--- src/rtl/mem_access_unit.sv ---
// Memory-stage load/store unit.
// Takes the effective address and store data from EX/MEM and runs one
// request/acknowledge transaction on the data-memory bus. The pipeline is
// stalled while the transaction is outstanding. The load result comes back
// lane-selected and extended, ready for writeback.
module mem_access_unit #(
    parameter int TIMEOUT = 255
) (
    input  logic        clk,
    input  logic        rst,
    input  logic        MemReqM,
    input  logic        MemWriteM,
    input  logic [2:0]  Funct3M,
    input  logic [31:0] ALUResultM,
    input  logic [31:0] WriteDataM,
    output logic        StallM,
    output logic [31:0] ReadDataM,
    output logic        MisalignM,
    output logic        BusErrM,
    output logic        bus_req,
    output logic        bus_we,
    output logic [31:0] bus_addr,
    output logic [31:0] bus_wdata,
    output logic [3:0]  bus_be,
    input  logic        bus_ack,
    input  logic [31:0] bus_rdata
);

    // Timer only has to count up to TIMEOUT-1.
    localparam int TW = (TIMEOUT > 1) ? $clog2(TIMEOUT) : 1;
    localparam logic [TW-1:0] TIMER_LAST = TW'(TIMEOUT - 1);

    typedef enum logic [1:0] {
        ST_IDLE = 2'b00,
        ST_BUS  = 2'b01,
        ST_DONE = 2'b10
    } state_t;

    // Width/alignment legality of a request; stores have no unsigned forms.
    function automatic logic access_illegal(input logic [2:0] f3,
                                            input logic       we,
                                            input logic [1:0] off);
        logic bad;
        case (f3)
            3'b000:  bad = 1'b0;
            3'b001:  bad = off[0];
            3'b010:  bad = (off != 2'b00);
            3'b100:  bad = we;
            3'b101:  bad = we;
            default: bad = 1'b1;
        endcase
        return bad;
    endfunction

    // Byte enables for the addressed lanes (used for loads and stores alike).
    function automatic logic [3:0] lane_be(input logic [2:0] f3,
                                           input logic [1:0] off);
        logic [3:0] be;
        case (f3[1:0])
            2'b00:   be = 4'b0001 << off;
            2'b01:   be = 4'b0011 << off;
            2'b10:   be = 4'b1111;
            default: be = 4'b0000;
        endcase
        return be;
    endfunction

    // Store data replicated across all lanes so the byte enables pick the lane.
    function automatic logic [31:0] lane_wdata(input logic [2:0]  f3,
                                               input logic [31:0] wd);
        logic [31:0] w;
        case (f3[1:0])
            2'b00:   w = {4{wd[7:0]}};
            2'b01:   w = {2{wd[15:0]}};
            2'b10:   w = wd;
            default: w = 32'h0000_0000;
        endcase
        return w;
    endfunction

    // Select the addressed byte/half from the read word and extend it.
    function automatic logic [31:0] load_format(input logic [2:0]  f3,
                                                input logic [1:0]  off,
                                                input logic [31:0] rd);
        logic [7:0]  b;
        logic [15:0] h;
        logic [31:0] r;
        b = rd[{off, 3'b000} +: 8];
        h = rd[{off[1], 4'b0000} +: 16];
        case (f3)
            3'b000:  r = {{24{b[7]}}, b};
            3'b001:  r = {{16{h[15]}}, h};
            3'b010:  r = rd;
            3'b100:  r = {24'h00_0000, b};
            3'b101:  r = {16'h0000, h};
            default: r = 32'h0000_0000;
        endcase
        return r;
    endfunction

    state_t           state_q,     state_d;
    logic             bus_req_q,   bus_req_d;
    logic             bus_we_q,    bus_we_d;
    logic [31:0]      bus_addr_q,  bus_addr_d;
    logic [31:0]      bus_wdata_q, bus_wdata_d;
    logic [3:0]       bus_be_q,    bus_be_d;
    logic [31:0]      rdata_q,     rdata_d;
    logic [1:0]       offset_q,    offset_d;
    logic [TW-1:0]    timer_q,     timer_d;
    logic             err_q,       err_d;
    logic             we_q,        we_d;
    logic [2:0]       funct3_q,    funct3_d;

    logic             stall_s;
    logic             misalign_s;
    logic             illegal_s;

    assign illegal_s = access_illegal(Funct3M, MemWriteM, ALUResultM[1:0]);

    // Next-state, request capture, response capture and the combinational handshake.
    always_comb begin
        state_d     = state_q;
        bus_req_d   = bus_req_q;
        bus_we_d    = bus_we_q;
        bus_addr_d  = bus_addr_q;
        bus_wdata_d = bus_wdata_q;
        bus_be_d    = bus_be_q;
        rdata_d     = rdata_q;
        offset_d    = offset_q;
        timer_d     = timer_q;
        err_d       = err_q;
        we_d        = we_q;
        funct3_d    = funct3_q;
        stall_s     = 1'b0;
        misalign_s  = 1'b0;

        case (state_q)
            ST_IDLE: begin
                if (MemReqM) begin
                    if (illegal_s) begin
                        // Rejected before touching the bus; pipeline moves on.
                        misalign_s = 1'b1;
                    end else begin
                        stall_s     = 1'b1;
                        state_d     = ST_BUS;
                        bus_req_d   = 1'b1;
                        bus_we_d    = MemWriteM;
                        bus_addr_d  = {ALUResultM[31:2], 2'b00};
                        bus_be_d    = lane_be(Funct3M, ALUResultM[1:0]);
                        bus_wdata_d = MemWriteM ? lane_wdata(Funct3M, WriteDataM)
                                                : 32'h0000_0000;
                        offset_d    = ALUResultM[1:0];
                        timer_d     = {TW{1'b0}};
                        we_d        = MemWriteM;
                        funct3_d    = Funct3M;
                    end
                end else begin
                    state_d = ST_IDLE;
                end
            end
            ST_BUS: begin
                stall_s = 1'b1;
                if (bus_ack) begin
                    // An ack in the final timer cycle still counts as success.
                    rdata_d = bus_rdata;
                    err_d   = 1'b0;
                    state_d = ST_DONE;
                end else if (timer_q == TIMER_LAST) begin
                    rdata_d = 32'h0000_0000;
                    err_d   = 1'b1;
                    state_d = ST_DONE;
                end else begin
                    timer_d = timer_q + TW'(1);
                end
                if (state_d == ST_DONE) begin
                    // Bus signals return to zero as soon as the request retires.
                    bus_req_d   = 1'b0;
                    bus_we_d    = 1'b0;
                    bus_addr_d  = 32'h0000_0000;
                    bus_wdata_d = 32'h0000_0000;
                    bus_be_d    = 4'b0000;
                end else begin
                    bus_req_d   = 1'b1;
                end
            end
            ST_DONE: begin
                state_d = ST_IDLE;
            end
            default: begin
                state_d     = ST_IDLE;
                bus_req_d   = 1'b0;
                bus_we_d    = 1'b0;
                bus_addr_d  = 32'h0000_0000;
                bus_wdata_d = 32'h0000_0000;
                bus_be_d    = 4'b0000;
            end
        endcase
    end

    // State and bus/response registers with synchronous reset.
    always_ff @(posedge clk) begin
        if (rst) begin
            state_q     <= ST_IDLE;
            bus_req_q   <= 1'b0;
            bus_we_q    <= 1'b0;
            bus_addr_q  <= 32'h0000_0000;
            bus_wdata_q <= 32'h0000_0000;
            bus_be_q    <= 4'b0000;
            rdata_q     <= 32'h0000_0000;
            offset_q    <= 2'b00;
            timer_q     <= {TW{1'b0}};
            err_q       <= 1'b0;
            we_q        <= 1'b0;
            funct3_q    <= 3'b000;
        end else begin
            state_q     <= state_d;
            bus_req_q   <= bus_req_d;
            bus_we_q    <= bus_we_d;
            bus_addr_q  <= bus_addr_d;
            bus_wdata_q <= bus_wdata_d;
            bus_be_q    <= bus_be_d;
            rdata_q     <= rdata_d;
            offset_q    <= offset_d;
            timer_q     <= timer_d;
            err_q       <= err_d;
            we_q        <= we_d;
            funct3_q    <= funct3_d;
        end
    end

    assign StallM    = stall_s;
    assign MisalignM = misalign_s;
    assign BusErrM   = (state_q == ST_DONE) && err_q;
    assign ReadDataM = ((state_q == ST_DONE) && !we_q)
                       ? load_format(funct3_q, offset_q, rdata_q)
                       : 32'h0000_0000;

    assign bus_req   = bus_req_q;
    assign bus_we    = bus_we_q;
    assign bus_addr  = bus_addr_q;
    assign bus_wdata = bus_wdata_q;
    assign bus_be    = bus_be_q;

endmodule

--- config.mk ---
export PLATFORM = sky130hd
export DESIGN_NAME = mem_access_unit
export DESIGN_NICKNAME = d
export VERILOG_FILES = /design/src/rtl/mem_access_unit.sv
export SDC_FILE = /design/constraint.sdc
export NUM_CORES = 1
export LEC_CHECK = 0
export CORE_ASPECT_RATIO = 1.5
export CORE_MARGIN = 4
export CORE_UTILIZATION = 41
export DETAILED_ROUTE_END_ITERATION = 16
export PLACE_DENSITY = 0.78
export SLEW_MARGIN = 15
export SYNTH_ARGS = -nofsm -noshare
export SYNTH_HDL_FRONTEND = slang
export SYNTH_SLANG_ARGS = --single-unit
--- constraint.sdc ---
create_clock -name clk -period 2.1 [get_ports clk]
set_clock_uncertainty 0.15 [all_clocks]
set_input_delay 0.42 -clock clk [delete_from_list [all_inputs] [get_ports clk]]
set_output_delay 0.42 -clock clk [all_outputs]
set_load 0.01 [all_outputs]
### Word-level counts from Yosys, hierarchy flattened

Cells that the tools add are included.

| storage, ports and cells | value |
|---|---|
| flip-flop bits (word level) | 119 |
| input port bits | 104 |
| logic and storage cells | 101 |

| operators by class | value |
|---|---|
| bitwise operators | 2 |
| equal/unequal tests | 20 |
| shift operators | 4 |
| $add $sub $neg | 1 |
| multiplexer cells | 46 |
| reduce and logical (&&, ||, !) cells | 16 |

Operators with widths:

| cell | number |
|---|---|
| $mux W32 | 9 |
| $pmux W32 S3 | 3 |
| $pmux W32 S5 | 1 |
| $mux W8 | 4 |
| $shiftx A32 B6 Y16 | 1 |
| $shiftx A32 B6 Y8 | 1 |
| $pmux W4 S3 | 2 |
| $pmux W8 S2 | 1 |
| $mux W1 | 13 |
| $eq A3 B3 Y1 const B | 4 |
| $mux W4 | 3 |
| $mux W2 | 5 |
| $ne A2 B2 Y1 const B | 5 |
| $add A8 B1 Y8 const B | 1 |
| $eq A8 B8 Y1 const B | 1 |
| $eq A2 B2 Y1 const B | 3 |
| $eq A3 B1 Y1 const B | 2 |
| $eq A3 B2 Y1 const B | 2 |
| $logic_not A3 Y1 | 2 |
| $pmux W1 S3 | 2 |
| $reduce_and A3 Y1 | 2 |
| $reduce_bool A2 Y1 | 3 |
| $reduce_and A5 Y1 | 1 |
| $eq A2 B1 Y1 const B | 2 |
| other kinds (13) | 16 |

### Logic depth before layout (Yosys ltp)

| depth | value |
|---|---|
| depth in word-level cells | 7 |
| gate-level depth with buffers | 8 |
| mapped depth without buffers | 6 |

### Least setup slack after synthesis

Ideal clock, no wire load.

| timing path | value |
|---|---|
| path type | input port to output port |
| start point | input port Funct3M[1] |
| end point | output port StallM |
| path buffers | 3 |
| data required time | 1530 ps |
| stages | 7 |
| arrival | 1607 ps |
| slack | -77 ps |
| cells stage by stage | buf_2 o21ai_2 o21a_1 buf_2 buf_2 nand3_1 a21oi_1 |

| between the ends | value |
|---|---|
| longest elaborated chain between the ends | 6 |
| elaborated cells between the ends (all ways) | 10 |

RTL lines:

| element | RTL line | RTL |
|---|---|---|
| start, declared | 13 | `input logic [2:0] Funct3M,` |
| $eq A3 B3 Y1 | 44 | `case (f3)` |
| $reduce_or A2 Y1 (no line) | n/a |  |
| $pmux W1 S4 (*) | 44 |  |
| $mux W1 (*) | 140 | `if (illegal_s) begin` |
| $mux W1 (*) | 139 | `if (MemReqM) begin` |
| $pmux W1 S2 (*) | 137 | `case (state_q)` |
| end, declared | 16 | `output logic StallM,` |

Mark *: on every way between the ends. The rest lies on a longest branch, timed or not.

### Final worst setup path

| timing path | value |
|---|---|
| start point | register offset_q[0] |
| end point | output port ReadDataM[7] |

| between the ends | value |
|---|---|
| longest elaborated chain between the ends | 3 |

RTL lines:

| element | RTL line | RTL |
|---|---|---|
| start, declared | 108 | `logic [1:0] offset_q, offset_d;` |
| start signal, assigned | 223 | `offset_q <= offset_d;` |
| $shiftx A32 B6 Y8 | 88 | `b = rd[{off, 3'b000} +: 8];` |
| $pmux W32 S5 | 90 | `case (f3)` |
| $mux W32 | 235 | `? load_format(funct3_q, offset_q, rdata_q)` |
| end, declared | 17 | `output logic [31:0] ReadDataM,` |

Every way passes these cells.

==> impl_summary.md <==
Status
The run finished, with violations left. The checks that failed: setup timing.

GRT
The largest net degree at the start of global routing is 39. The via count of the first global-routing pass is about 7,000. Global routing consumed, over all layers together, between 20% and 30% of the routing resources. The initial antenna violation count is 0.

The overall overflow remaining after global route is 0. The wire length of the first global-routing pass is around 36 mm.

Floorplan
The top-level I/O count is 209. The starting density of the core is 42.1%. The core area is ~14,000 um2. The die is between 100 and 150 um wide. The total number of placement rows is 53.

The die covers 16,500 um2. The floorplan step set the die height to about 160 um.

Yosys
The prevailing post-synth register cell is sky130_fd_sc_hd__dfxtp_1. Yosys mapped the design onto 60 distinct sky130hd cell types. The count of flip-flops with a built-in enable after synthesis is 0. The cell area that synthesis handed to floorplanning was 5940 um2. After synthesis, the largest area contributor takes up between 30% and 40% of total cell area. The share of async-settable or async-resettable flops after synthesis is 0%. After synthesis the netlist holds a flip-flop and latch count of roughly 120.

After synthesis, the mean cell area works out to approximately 8.2 um2. The count of warnings emitted by yosys is 0. sky130_fd_sc_hd__dfxtp_1 takes more of the synthesized area than any other cell.

Sorting the synthesized cells by area gives the leading types as sky130_fd_sc_hd__dfxtp_1 (39%), sky130_fd_sc_hd__a21oi_1 (11%), sky130_fd_sc_hd__o311ai_0 (6.3%). Synthesis produced a little over 700 cells. For this run, the register share of the synthesized area comes to 39.4%.

Timing
The max-slew violation total from the final report is 0. Setup repair after global routing could not meet its margin everywhere. The worst pin sits at a relative slew slack of a little under three fifths. The final critical-path share of the clock period is 123%. The minimum clock period after layout is 2.57 ns. The number of failing hold endpoints at the final stage is 0. Setup violations remaining at the end of the flow were counted as 32. For this run, the top clock speed supported by timing is between 300 and 400 MHz. The pin slew with the least headroom to its limit is 0.651 ns. The smallest setup slack after layout is -0.475 ns.

The tightest hold path in the finished design has a slack of 0.201 ns.

Min path
The tightest min-delay check is of the input port to flip-flop type. The launch point of the worst hold path is rst. Counting instances, the worst hold path has a depth of 2. For hold timing, the worst endpoint is timer_q[2]$_SDFFE_PP0P_.

Critical path
The combined buffer and inverter count along the critical path is 2. The signal on the critical path passes through mux4_2, buf_4, a222oi_1, nor2_1, buf_2. Data on the critical path is required at its endpoint by 1.53 ns. The endpoint identified for the worst register-to-register timing path is bus_addr[15]$_SDFFE_PP0P_. The biggest fanout along the worst timing path is 2. In this design, the largest share of critical-path delay is due to multiplexers. Counting cells, the worst reg-to-reg path comes to 8. STA classifies the critical path endpoint as a primary output. The critical path class is flip-flop to primary output. The worst setup path is launched from a flip-flop. For this design, the slowest cell found on the critical path is sky130_fd_sc_hd__mux4_2. The critical path data arrival time is around 2 ns.

The startpoint of the most critical register-to-register path is timer_q[0]$_SDFFE_PP0P_. The delay of the slowest cell on the worst path is between 0.5 and 0.6 ns. The setup slack on the worst flop-to-flop path is between 0.1 and 0.15 ns.

Power and ir drop
The power per cell area is slightly below 700 nW/um2. Across the VDD grid, the largest voltage drop is 0.589 mV. In this run the static leakage power is approximately 0.0035 uW. The overall power after layout is between 6000 and 7000 uW.

Job
Max-cap violations in this run came to 0.

Placement
The placed instances occupy a cell area of roughly 8700 um2. The HPWL after detailed placement is about 16 mm. Before CTS, the worst setup slack after placement is -0.628 ns.

Routability-driven placement finished with a final weighted congestion of slightly above 0.9. The count of input and output buffers is ~210.

Finish
Counting the fill cells in the layout gives between 1,000 and 1,500. From synthesis to final layout, the design area changed by 62.2%. The number of nets in the layout is around 1,100.

Leaving out fill and tap cells, the most frequent cell in the layout is sky130_fd_sc_hd__clkdlybuf4s50_1. The final design utilization is roughly two thirds. The share of final-layout standard cells stronger than drive strength 1 is between 20% and 30%. The antenna diode instance count is 0. In the layout the commonest cells are sky130_fd_sc_hd__clkdlybuf4s50_1 (164), sky130_fd_sc_hd__a21oi_1 (116), sky130_fd_sc_hd__dfxtp_1 (111), sky130_fd_sc_hd__buf_4 (82), sky130_fd_sc_hd__nand2_1 (76). With fillers left out, the area of the finished cells amounts to 9640 um2.

Clock tree
The insertion delay to the later sink of the worst-skew pair is a little over 0.4 ns. The tree built by TritonCTS fans out to 117 sinks. After clock tree synthesis, the clock-pin slew on the worst setup and hold paths is about 0.060 ns. TritonCTS built the clock tree. The number of hold-repair buffers added at the cts stage is 0. The number of buffers created by CTS is 17. The number of buffers between clock root and the deepest sink is 2. The root buffer cell is sky130_fd_sc_hd__clkbuf_16. The clock tree synthesis step divided the H-tree into 4 levels.

Drt
The total number of vias is a little over 7,000. After detailed routing, the average wire length per cell comes to roughly 20 um. The count of nets left with antenna violations after detail routing is 0.

The per-cell via count in the routed design is 5.99. The number of detailed-routing iterations run before antenna repair is 6. The starting DRC count in detailed routing is 578.

The final layout contains routed wiring with a total length of 23.2 mm. The post-route DRC violation count is 0.
## flip-flops by register name (all words and copies together) (netlist names)
signal / cells
offset_q: 2
bus_wdata: 32
bus_be: 4
we_q: 1
bus_addr: 30
funct3_q: 3
rdata_q: 32
err_q: 1
bus_we: 1
timer_q: 8
bus_req: 1
state_q: 2
## through the flow
step | instances | TNS [ns]
final | 1181 | -11.86
after detailed placement | 1134 | -49.44
after floorplan | 724 | -0.419
after global routing | 1181 | -13.90
after CTS | 1182 | -11.49
after global placement | 1134 | -46.81
## synthesized netlist by cell type, types with 6 or more instances
cell type / number
sky130_fd_sc_hd__clkbuf_1: 45
sky130_fd_sc_hd__o31ai_1: 6
sky130_fd_sc_hd__nand2_1: 77
sky130_fd_sc_hd__mux2i_1: 6
sky130_fd_sc_hd__o311ai_0: 43
sky130_fd_sc_hd__a21oi_1: 130
sky130_fd_sc_hd__a222oi_1: 7
sky130_fd_sc_hd__nand4_1: 38
sky130_fd_sc_hd__o21ai_0: 55
sky130_fd_sc_hd__dfxtp_1: 117
sky130_fd_sc_hd__nor2_1: 15
sky130_fd_sc_hd__a22o_1: 16
sky130_fd_sc_hd__buf_2: 29
sky130_fd_sc_hd__or4_1: 8
sky130_fd_sc_hd__mux2_2: 10
sky130_fd_sc_hd__a22oi_1: 9
sky130_fd_sc_hd__nor3_1: 7
sky130_fd_sc_hd__nand3_1: 8
sky130_fd_sc_hd__nor2b_1: 15
sky130_fd_sc_hd__o2bb2ai_1: 8
## worst register-to-register path, stage by stage, from the launching register on
cell	delay, ns
sky130_fd_sc_hd__dfxtp_1	0.37
sky130_fd_sc_hd__inv_1	0.08
sky130_fd_sc_hd__ha_1	0.19
sky130_fd_sc_hd__and3_2	0.27
sky130_fd_sc_hd__a31oi_4	0.18
sky130_fd_sc_hd__buf_6	0.16
sky130_fd_sc_hd__buf_12	0.16
sky130_fd_sc_hd__o311ai_0	0.16
sky130_fd_sc_hd__a21oi_1	0.17
## cell families (layout without fill, tap and decap cells)
family,after synthesis,count (layout),share of synthesized area [%]
flops,117,117,39.4
other cells,1,2,0.0631
simple gates,195,196,17.4
compound gates,303,303,32.8
fa+ha+maj,2,2,0.421
mux,17,17,3.28
buf+inv,88,352,6.61
## worst max path at each step
stage,endpoint,cells past startpoint,start,slack [ns]
5_1_grt,ReadDataM[7],5,offset_q[0]$_SDFFE_PP0P_,-0.51
3_3_place_gp,StallM,6,Funct3M[1],-0.60
2_1_floorplan,ReadDataM[21],7,funct3_q[0]$_SDFFE_PP0P_,-0.04
4_1_cts,ReadDataM[16],5,offset_q[0]$_SDFFE_PP0P_,-0.43
6_report,ReadDataM[7],5,offset_q[0]$_SDFFE_PP0P_,-0.47
3_5_place_dp,StallM,6,Funct3M[1],-0.63
## routing by layer
layer	vias up	global-route usage, %	share of wire (%)
met5	-	0	0
met4	0	13.6	5.0
met3	82	8.22	8.5
met2	362	47.8	51
met1	3376	28.7	35
li1	3259	-	-
## repair_timing
| action | 4_1_cts | 5_1_grt |
|---|---|---|
| gates cloned | 3 | 0 |
| endpoints found under the setup margin | 91 | 75 |
| setup buffers | 14 | 0 |
| resized for setup | 174 | 45 |
| pin swaps | 16 | 9 |
## report_power, final
part           switching, uW  internal, uW
registers               45.7          2290
logic                    531           551
clock network           1120          2030
total                   1700          4870
## layout make-up
| type | count | area, um2 | area share, % |
|---|---|---|---|
| Multi-Input combinational cell | 520 | 3420 | 35.4 |
| Timing Repair Buffer | 315 | 2970 | 30.8 |
| Sequential cell | 117 | 2350 | 24.4 |
| Clock buffer | 18 | 439 | 4.56 |
| Tap cell | 192 | 240 | 2.49 |
| Clock inverter | 13 | 195 | 2.03 |
| Inverter | 6 | 25.0 | 0.260 |
Note: power is estimated with default switching activity, not from simulation.
